**src/rtl/detokenizer_pkg.sv**
```systemverilog
// Shared token definitions for the detokenizer: tag codes, glyph constants, FSM states.
// Latency: n/a (types and constants only).
// Backpressure: n/a.
package detokenizer_pkg;

    // Token tags, identical to the lexer's encoding.
    localparam logic [7:0] TAG_NUM    = 8'h00;
    localparam logic [7:0] TAG_OUT    = 8'h01;
    localparam logic [7:0] TAG_A      = 8'h02;
    localparam logic [7:0] TAG_EQ     = 8'h03;
    localparam logic [7:0] TAG_B      = 8'h04;
    localparam logic [7:0] TAG_C      = 8'h05;
    localparam logic [7:0] TAG_IF     = 8'h06;
    localparam logic [7:0] TAG_LPAREN = 8'h07;
    localparam logic [7:0] TAG_RPAREN = 8'h08;
    localparam logic [7:0] TAG_PLUS   = 8'h09;
    localparam logic [7:0] TAG_MINUS  = 8'h0a;
    localparam logic [7:0] TAG_SEMI   = 8'h0b;
    localparam logic [7:0] TAG_EOF    = 8'h0c;

    localparam logic [7:0] DEF_SEP_CHAR     = 8'h20;
    localparam logic [7:0] DEF_NL_CHAR      = 8'h0a;
    localparam logic [7:0] DEF_UNKNOWN_CHAR = 8'h3f;

    typedef enum logic [1:0] {
        ST_IDLE = 2'd0,
        ST_EMIT = 2'd1,
        ST_HALT = 2'd2
    } state_t;

    // One expanded token: bytes[0] goes out first.
    typedef struct packed {
        logic [3:0][7:0] bytes;
        logic [2:0]      len;
        logic            eof;
    } glyph_t;

endpackage

```
**src/rtl/detokenizer_u8_to_dec3.sv**
```systemverilog
// Binary byte to up-to-three ASCII decimal digits plus significant digit count.
// Latency: combinational.
// Backpressure: none.
// Ports: value (in, 8) -> hundreds/tens/ones ASCII digits (out, 8 each), count 1..3 (out, 2).
module u8_to_dec3 (
    input  logic [7:0] value,
    output logic [7:0] hundreds,
    output logic [7:0] tens,
    output logic [7:0] ones,
    output logic [1:0] count
);

    logic [7:0] rem;
    logic [1:0] h;
    logic [3:0] t;

    always_comb begin
        rem = value;
        h   = 2'd0;
        t   = 4'd0;
        if (rem >= 8'd200) begin
            h   = 2'd2;
            rem = rem - 8'd200;
        end else if (rem >= 8'd100) begin
            h   = 2'd1;
            rem = rem - 8'd100;
        end
        // rem < 100 here, so nine conditional subtractions are enough.
        for (int i = 0; i < 9; i++) begin
            if (rem >= 8'd10) begin
                rem = rem - 8'd10;
                t   = t + 4'd1;
            end
        end
        hundreds = 8'h30 + {6'd0, h};
        tens     = 8'h30 + {4'd0, t};
        ones     = 8'h30 + rem;
        if (h != 2'd0)      count = 2'd3;
        else if (t != 4'd0) count = 2'd2;
        else                count = 2'd1;
    end

endmodule

```
**src/rtl/detokenizer.sv**
```systemverilog
// Expands 16-bit {tag, value} tokens into 1..4 ASCII bytes with separator/newline suffix.
// Latency: first byte valid the cycle after accept; n+1 cycles per n-byte token.
// Backpressure: I_READY low while a token is being emitted; O_DATA/O_VALID hold while O_READY=0.
// Ports: CLK, RST (async active-high); I_VALID/I_READY/I_DATA token in;
//        O_VALID/O_READY/O_DATA byte out; DONE sticky after EOF is fully emitted.
module detokenizer
    import detokenizer_pkg::*;
#(
    parameter logic [7:0] SEP_CHAR     = DEF_SEP_CHAR,
    parameter logic [7:0] NL_CHAR      = DEF_NL_CHAR,
    parameter logic [7:0] UNKNOWN_CHAR = DEF_UNKNOWN_CHAR
) (
    input  logic        CLK,
    input  logic        RST,
    input  logic        I_VALID,
    output logic        I_READY,
    input  logic [15:0] I_DATA,
    output logic        O_VALID,
    input  logic        O_READY,
    output logic [7:0]  O_DATA,
    output logic        DONE
);

    state_t          state_q, state_d;
    logic [3:0][7:0] buf_q, buf_d;
    logic [2:0]      cnt_q, cnt_d;
    logic            eof_q, eof_d;
    logic            i_ready_q, i_ready_d;
    logic            o_valid_q, o_valid_d;
    logic            done_q, done_d;

    logic [7:0]      tag;
    logic [7:0]      dec_h, dec_t, dec_o;
    logic [1:0]      dec_cnt;
    logic [3:0][7:0] chars;
    logic [1:0]      nchar;
    logic [7:0]      suffix;
    glyph_t          glyph;

    assign tag = I_DATA[15:8];

    u8_to_dec3 u_dec (
        .value    (I_DATA[7:0]),
        .hundreds (dec_h),
        .tens     (dec_t),
        .ones     (dec_o),
        .count    (dec_cnt)
    );

    // Glyph mux: printable characters first, then the suffix in the next slot.
    always_comb begin
        chars  = '0;
        nchar  = 2'd1;
        suffix = SEP_CHAR;
        case (tag)
            TAG_NUM: begin
                nchar = dec_cnt;
                case (dec_cnt)
                    2'd3:    begin chars[0] = dec_h; chars[1] = dec_t; chars[2] = dec_o; end
                    2'd2:    begin chars[0] = dec_t; chars[1] = dec_o; end
                    default: chars[0] = dec_o;
                endcase
            end
            TAG_OUT:    begin nchar = 2'd3; chars[0] = 8'h6f; chars[1] = 8'h75; chars[2] = 8'h74; end
            TAG_A:      chars[0] = 8'h61;
            TAG_EQ:     chars[0] = 8'h3d;
            TAG_B:      chars[0] = 8'h62;
            TAG_C:      chars[0] = 8'h63;
            TAG_IF:     begin nchar = 2'd2; chars[0] = 8'h69; chars[1] = 8'h66; end
            TAG_LPAREN: chars[0] = 8'h28;
            TAG_RPAREN: chars[0] = 8'h29;
            TAG_PLUS:   chars[0] = 8'h2b;
            TAG_MINUS:  chars[0] = 8'h2d;
            TAG_SEMI:   begin chars[0] = 8'h3b; suffix = NL_CHAR; end
            TAG_EOF:    begin
                nchar = 2'd3; chars[0] = 8'h45; chars[1] = 8'h4f; chars[2] = 8'h46;
                suffix = NL_CHAR;
            end
            default:    chars[0] = UNKNOWN_CHAR;
        endcase
        glyph.bytes        = chars;
        glyph.bytes[nchar] = suffix;
        glyph.len          = {1'b0, nchar} + 3'd1;
        glyph.eof          = (tag == TAG_EOF);
    end

    always_comb begin
        state_d   = state_q;
        buf_d     = buf_q;
        cnt_d     = cnt_q;
        eof_d     = eof_q;
        done_d    = done_q;
        i_ready_d = 1'b0;
        o_valid_d = 1'b0;
        case (state_q)
            ST_IDLE: begin
                if (I_VALID && i_ready_q) begin
                    state_d   = ST_EMIT;
                    buf_d     = glyph.bytes;
                    cnt_d     = glyph.len;
                    eof_d     = glyph.eof;
                    o_valid_d = 1'b1;
                end else begin
                    i_ready_d = !done_q;
                end
            end
            ST_EMIT: begin
                o_valid_d = 1'b1;
                if (O_READY) begin
                    buf_d = {8'h00, buf_q[3:1]};
                    cnt_d = cnt_q - 3'd1;
                    if (cnt_q == 3'd1) begin
                        o_valid_d = 1'b0;
                        if (eof_q) begin
                            state_d = ST_HALT;
                            done_d  = 1'b1;
                        end else begin
                            // Raising ready at the last beat gives n+1 cycles per token.
                            state_d   = ST_IDLE;
                            i_ready_d = 1'b1;
                        end
                    end
                end
            end
            ST_HALT: begin
                state_d = ST_HALT;
            end
            default: state_d = ST_IDLE;
        endcase
    end

    always_ff @(posedge CLK or posedge RST) begin
        if (RST) begin
            state_q   <= ST_IDLE;
            buf_q     <= '0;
            cnt_q     <= 3'd0;
            eof_q     <= 1'b0;
            done_q    <= 1'b0;
            i_ready_q <= 1'b0;
            o_valid_q <= 1'b0;
        end else begin
            state_q   <= state_d;
            buf_q     <= buf_d;
            cnt_q     <= cnt_d;
            eof_q     <= eof_d;
            done_q    <= done_d;
            i_ready_q <= i_ready_d;
            o_valid_q <= o_valid_d;
        end
    end

    assign I_READY = i_ready_q;
    assign O_VALID = o_valid_q;
    assign O_DATA  = buf_q[0];
    assign DONE    = done_q;

endmodule

```
**config.mk**
```make
export PLATFORM = sky130hd
export DESIGN_NAME = detokenizer
export DESIGN_NICKNAME = d
export VERILOG_FILES = /design/src/rtl/detokenizer_pkg.sv /design/src/rtl/detokenizer_u8_to_dec3.sv /design/src/rtl/detokenizer.sv
export SDC_FILE = /design/constraint.sdc
export NUM_CORES = 1
export LEC_CHECK = 0
export ABC_CLOCK_PERIOD_IN_PS = 2150
export CAP_MARGIN = 0
export CORE_MARGIN = 2
export CORE_UTILIZATION = 62
export DETAILED_ROUTE_END_ITERATION = 8
export PLACE_DENSITY = 0.82
export SLEW_MARGIN = 20
export SYNTH_ARGS = -nofsm -noshare
export SYNTH_HDL_FRONTEND = slang
export SYNTH_HIERARCHICAL = 1
export SYNTH_SLANG_ARGS = --single-unit
```
**constraint.sdc**
```tcl
create_clock -name CLK -period 2.15 [get_ports CLK]
set_input_delay 0.43 -clock CLK [delete_from_list [all_inputs] [get_ports CLK]]
set_output_delay 0.43 -clock CLK [all_outputs]
set_load 0.005 [all_outputs]
```
==> results.ini, run 1 <==
[status]
outcome = stopped before the end
failed_stage = clock tree synthesis
error = [ERROR DPL-0038] Utilization greater than 100%, impossible to legalize

[clock_tree]
tritoncts.num_buffers = 5
number_of_hold_repair_buffers_added_at_the_cts_stage = 0
postCtsSetupRepairBufs = 62
clock_tree.buffer_depth = 2
htree_levels = 2
cts.sinks = 35
cts_resized = 164
ctsRootBufferMaster = sky130_fd_sc_hd__clkbuf_8

[synthesis]
synth_area_leaders = sky130_fd_sc_hd__dfrtp_1 (16%), sky130_fd_sc_hd__a21oi_1 (5.0%), sky130_fd_sc_hd__ha_1 (4.8%)
mappedNetlistArea_um2 = 5503
synth.yosys.warnings = 6
synth.ff_latch_count = 35
post_synth_inst_count = 706
synth-async-reset-ratio_pct = 100.0
post_synth_edffs = 0
synth_area_leader_cell = sky130_fd_sc_hd__dfrtp_1
synth.top_cell.area_share_pct = 15.92
yosys.cell_types.count = 108
post_synth.cell_area_avg_um2 = 7.794
synth.yosys.seq_area_share_pct = 15.92
dominantRegCellSynth = sky130_fd_sc_hd__dfrtp_1

[die]
initial_core_util_pct = 63.41
boundaryPins = 31
overall_die_width_um = 98.21
die_h_um = 98.21
rows = 34

[place]
place.detailed.hpwl_mm = 17.64
buffer_ports.inserted = 30
gp_congestion = 1.047

==> stage by stage <==
stage	setup WS (ns)	TNS, ns	hold WS [ns]	area (um^2)	instances
2_1_floorplan	-6.482	-176.29	0.4493	5831	714
3_3_place_gp	-6.826	-190.24	0.4628	7810	1047
3_5_place_dp	-7.320	-203.13	0.4888	7810	1047
==> kinds of logic after synthesis <==
| logic type | Yosys count | synth area share, % |
|---|---|---|
| other | 2 | 0.1365 |
| adders and majority gates | 21 | 4.775 |
| and+or+nand+nor | 255 | 25.83 |
| DFF | 35 | 15.92 |
| muxes | 28 | 5.411 |
| AOI/OAI and AO/OA | 252 | 34.88 |
| buffers and inverters | 84 | 7.913 |
| xor gates and xnor gates | 29 | 5.139 |
==> cell usage after synthesis (4+ instances only) <==
library cell	instances
sky130_fd_sc_hd__mux2i_1	14
sky130_fd_sc_hd__xor2_1	8
sky130_fd_sc_hd__o21ai_1	8
sky130_fd_sc_hd__nand2_1	56
sky130_fd_sc_hd__a22oi_1	6
sky130_fd_sc_hd__nor2_1	54
sky130_fd_sc_hd__and3_1	5
sky130_fd_sc_hd__o211ai_1	10
sky130_fd_sc_hd__a21oi_1	55
sky130_fd_sc_hd__nor3_1	13
sky130_fd_sc_hd__a31oi_1	6
sky130_fd_sc_hd__a21o_1	11
sky130_fd_sc_hd__xnor2_1	19
sky130_fd_sc_hd__o31a_1	4
sky130_fd_sc_hd__o221ai_1	5
sky130_fd_sc_hd__a221oi_1	5
sky130_fd_sc_hd__buf_4	23
sky130_fd_sc_hd__ha_1	21
sky130_fd_sc_hd__mux2_2	14
sky130_fd_sc_hd__nand4_1	8
sky130_fd_sc_hd__inv_1	26
sky130_fd_sc_hd__nand3b_1	7
sky130_fd_sc_hd__nand3_1	28
sky130_fd_sc_hd__a211oi_1	7
sky130_fd_sc_hd__and2_1	11
sky130_fd_sc_hd__clkbuf_1	15
sky130_fd_sc_hd__o21ai_0	37
sky130_fd_sc_hd__dfrtp_1	35
sky130_fd_sc_hd__o22ai_1	6
sky130_fd_sc_hd__nor2b_1	9
sky130_fd_sc_hd__nor3_2	5
sky130_fd_sc_hd__o31ai_1	9
sky130_fd_sc_hd__or3_1	12
sky130_fd_sc_hd__buf_2	14
sky130_fd_sc_hd__nor4_1	7
sky130_fd_sc_hd__o21a_1	6
sky130_fd_sc_hd__nand2b_1	9
sky130_fd_sc_hd__or2_2	4
==> inputs of run 2 (changes only) <==
Settings changed: CORE_UTILIZATION 62 to 40, PLACE_DENSITY 0.82 to unset, PLACE_DENSITY_LB_ADDON set to 0.15.
==> run 2 against run 1 <==
  * Area after synthesis unchanged
  * Synthesized cell count stayed put
  * The flow now finishes, with violations (negative setup slack)
==> results.ini, run 2 <==
[synthesis]
post_synth_edffs = 0  ; unchanged
synth-async-reset-ratio_pct = 100.0  ; unchanged
synthMostInstantiatedCell = sky130_fd_sc_hd__nand2_1  ; unchanged
post_synth.cell_area_avg_um2 = 7.794  ; unchanged
yosys.cell_types.count = 108  ; unchanged
yosys-top-cells-count = sky130_fd_sc_hd__nand2_1 (56), sky130_fd_sc_hd__a21oi_1 (55), sky130_fd_sc_hd__nor2_1 (54), sky130_fd_sc_hd__o21ai_0 (37), sky130_fd_sc_hd__dfrtp_1 (35)  ; unchanged
post_synth_inst_count = 706  ; unchanged
dominantRegCellSynth = sky130_fd_sc_hd__dfrtp_1  ; unchanged
synth_area_leaders = sky130_fd_sc_hd__dfrtp_1 (16%), sky130_fd_sc_hd__a21oi_1 (5.0%), sky130_fd_sc_hd__ha_1 (4.8%)  ; unchanged
synth.ff_latch_count = 35  ; unchanged
synth.yosys.warnings = 6  ; unchanged
synth.yosys.seq_area_share_pct = 15.92  ; unchanged
mappedNetlistArea_um2 = 5503  ; unchanged
synth_area_leader_cell = sky130_fd_sc_hd__dfrtp_1  ; unchanged
synth.top_cell.area_share_pct = 15.92  ; unchanged

[hold_path]
holdCritPathClass = flop to flop
timing.hold.worst.start = buf_q[29]
whs_path_depth = 2

[clock_tree]
htree_levels = 2  ; unchanged
ctsRootBufferMaster = sky130_fd_sc_hd__clkbuf_16  ; was sky130_fd_sc_hd__clkbuf_8
number_of_hold_repair_buffers_added_at_the_cts_stage = 0  ; unchanged
worst_setup_hold_path_clk_slew_ns = 0.05
worstSkewPairLatency_ns = 0.28
clock_tree.buffer_depth = 2  ; unchanged
tritoncts = built
cts.sinks = 35  ; unchanged
tritoncts.num_buffers = 5  ; unchanged

[cells_and_area]
antenna-diode-count = 0
area_delta_synth_final_pct = 79.88
regMostFlops = buf_q
layout-drive-gt1-share_pct = 55.06
leading_cell_type_in_the_layout_fill_and_taps_excluded = sky130_fd_sc_hd__buf_4
postLayoutCoreUtil_pct = 74.16
final_net_count = 1098
final_cell_mix = sky130_fd_sc_hd__buf_4 (322), sky130_fd_sc_hd__nand2_1 (48), sky130_fd_sc_hd__nor2_1 (48)
largest_register_ffs = 18

[detailed_routing]
routed-via-count = 7292
postRouteAntennaNets = 0
drt-initial-drc-count = 659
drt_wl_total_mm = 23.23
detail_route.wl_per_cell_um = 18.84
drt-vias-per-instance = 5.914
drt_pre_antenna_iters = 5
drt_drc_violations_left = 0

[timing]
max_freq_mhz = 118.8
slew_headroom_pct = 49.18
transition_time_at_the_pin_with_the_least_slew_margin_ns = 0.7588
finalCritPeriodShare_pct = 391.6
final_hold_slack_ns = 0.4878
postLayoutSetupSlackWorst_ns = -6.270
fin_tns_setup_ns = -174.67
finalSetupViolations = 29
timing_max_transition_violations_final = 0
timing.final.crit_period_ns = 8.420
timing.final.hold_violations = 0
fin_skew_ns = 0.002811
setup_repair_after_global_routing_missed_its_margin = yes

[setup_path]
timing.critical_path.slowest_stage_cell = sky130_fd_sc_hd__or4_4
crit-reg2reg-launch = state_q[0]
r2r.worst_path.cells = 4
critPathMaxFanout = 7
cp-startpoint = I_DATA[3]
crit_type = primary input to flop
worstSetupEndpointType = flop
worst-path-buf-inv = 6
cp_top_family = simple AND/OR/NAND/NOR gates
cp_data_required_time_ns = 2.36
critPathMaxStageDelay_ns = 0.59
path_depth = 34
arrival_time_at_the_worst_endpoint_ns = 8.63
crit_path_frequent_cell = sky130_fd_sc_hd__ha_4
setup.worst_path.start_class = primary input

[global_route]
antenna_found_initial = 0
gr-usage-all-layers_pct = 28.99
grt_pass1_wl_mm = 34.91
grt_overflow_total = 0
grt_pass1_vias = 7269
grt_start_max_net_pins = 36

[die]
rows = 42  ; was 34
overall_die_width_um = 121.3  ; was 98.21 um
die-area_um2 = 14710
placeableCoreArea_um2 = 13350
die_h_um = 121.3  ; was 98.21 um
boundaryPins = 31  ; unchanged
initial_core_util_pct = 41.23  ; was 63.41%

[status]
outcome = finished, violations left  ; was stopped before the end
violations = negative setup slack

[place]
buffer_ports.inserted = 30  ; unchanged
place.detailed.hpwl_mm = 15.26  ; was 17.64 mm
gp_congestion = 0.9439  ; was 1.047
placement.setup.worst_slack_ns = -7.099  ; was -7.320 ns

[run]
cap_violations = 0

-- run 2: kinds of logic (layout without fill, tap and decap cells) --
family	count (synthesis)	count (layout)	synth area share, %
DFF	35	35	15.92
buffers and inverters	84	427	7.913
xor gates and xnor gates	29	29	5.139
and+or+nand+nor	255	255	25.83
muxes	28	28	5.411
AOI/OAI and AO/OA	252	252	34.88
adders and majority gates	21	21	4.775
other	2	10	0.1365
-- run 2: repair_timing --
action | CTS | global route
buffers inserted | 74 | 37
gates resized for setup | 148 | 86
endpoints found under the setup margin | 29 | 29
pin swaps | 67 | 70
gates cloned | 2 | 0
-- run 2: cell type report --
class | instances | area (um^2)
clock buffers | 6 | 138.9
inverters | 27 | 120.1
clock inverters | 1 | 5.005
multi-input cells | 595 | 5306
flip-flops and latches | 35 | 875.8
repair buffers | 393 | 3232
well taps | 176 | 220.2
fillers | 916 | 3450
-- run 2: per-stage QoR --
step / cells / area, um^2
final: 1233 / 9898
after global routing: 1233 / 9898
after CTS: 1199 / 9216
after detailed placement: 1135 / 8033
after global placement: 1135 / 8033
after floorplan: 714 / 5831
-- run 2: worst register-to-register path: stages (launching register included) --
cell and delay [ns]:
sky130_fd_sc_hd__dfrtp_1 0.47, sky130_fd_sc_hd__nor2b_2 0.69, sky130_fd_sc_hd__nor2_1 0.18, sky130_fd_sc_hd__buf_4 0.21
sky130_fd_sc_hd__a221o_1 0.32
-- run 2: worst paths after layout --
check | slack, ns | to
setup reg to reg | 0.16 | cnt_q[0]
hold / removal | 0.49 | buf_q[29]
setup / recovery | -6.27 | buf_q[16]
max in group asynchronous | 1.27 | buf_q[17]
min in group asynchronous | 0.56 | buf_q[8]
hold reg to reg | 0.49 | buf_q[29]
-- run 2: metal layers --
metal  global-route usage (%)  share of wire (%)  vias up
met3                    3.665                5.0       78
met1                    37.98                 42     3552
met4                    8.190                3.7        0
met2                    49.93                 49      295
li1                         -                  -     3367
met5                        0                  0        -
Power of run 2 is left out: the tool's default activity adds up to more than one toggle a clock period on the data nets, which glitch-free logic cannot reach.
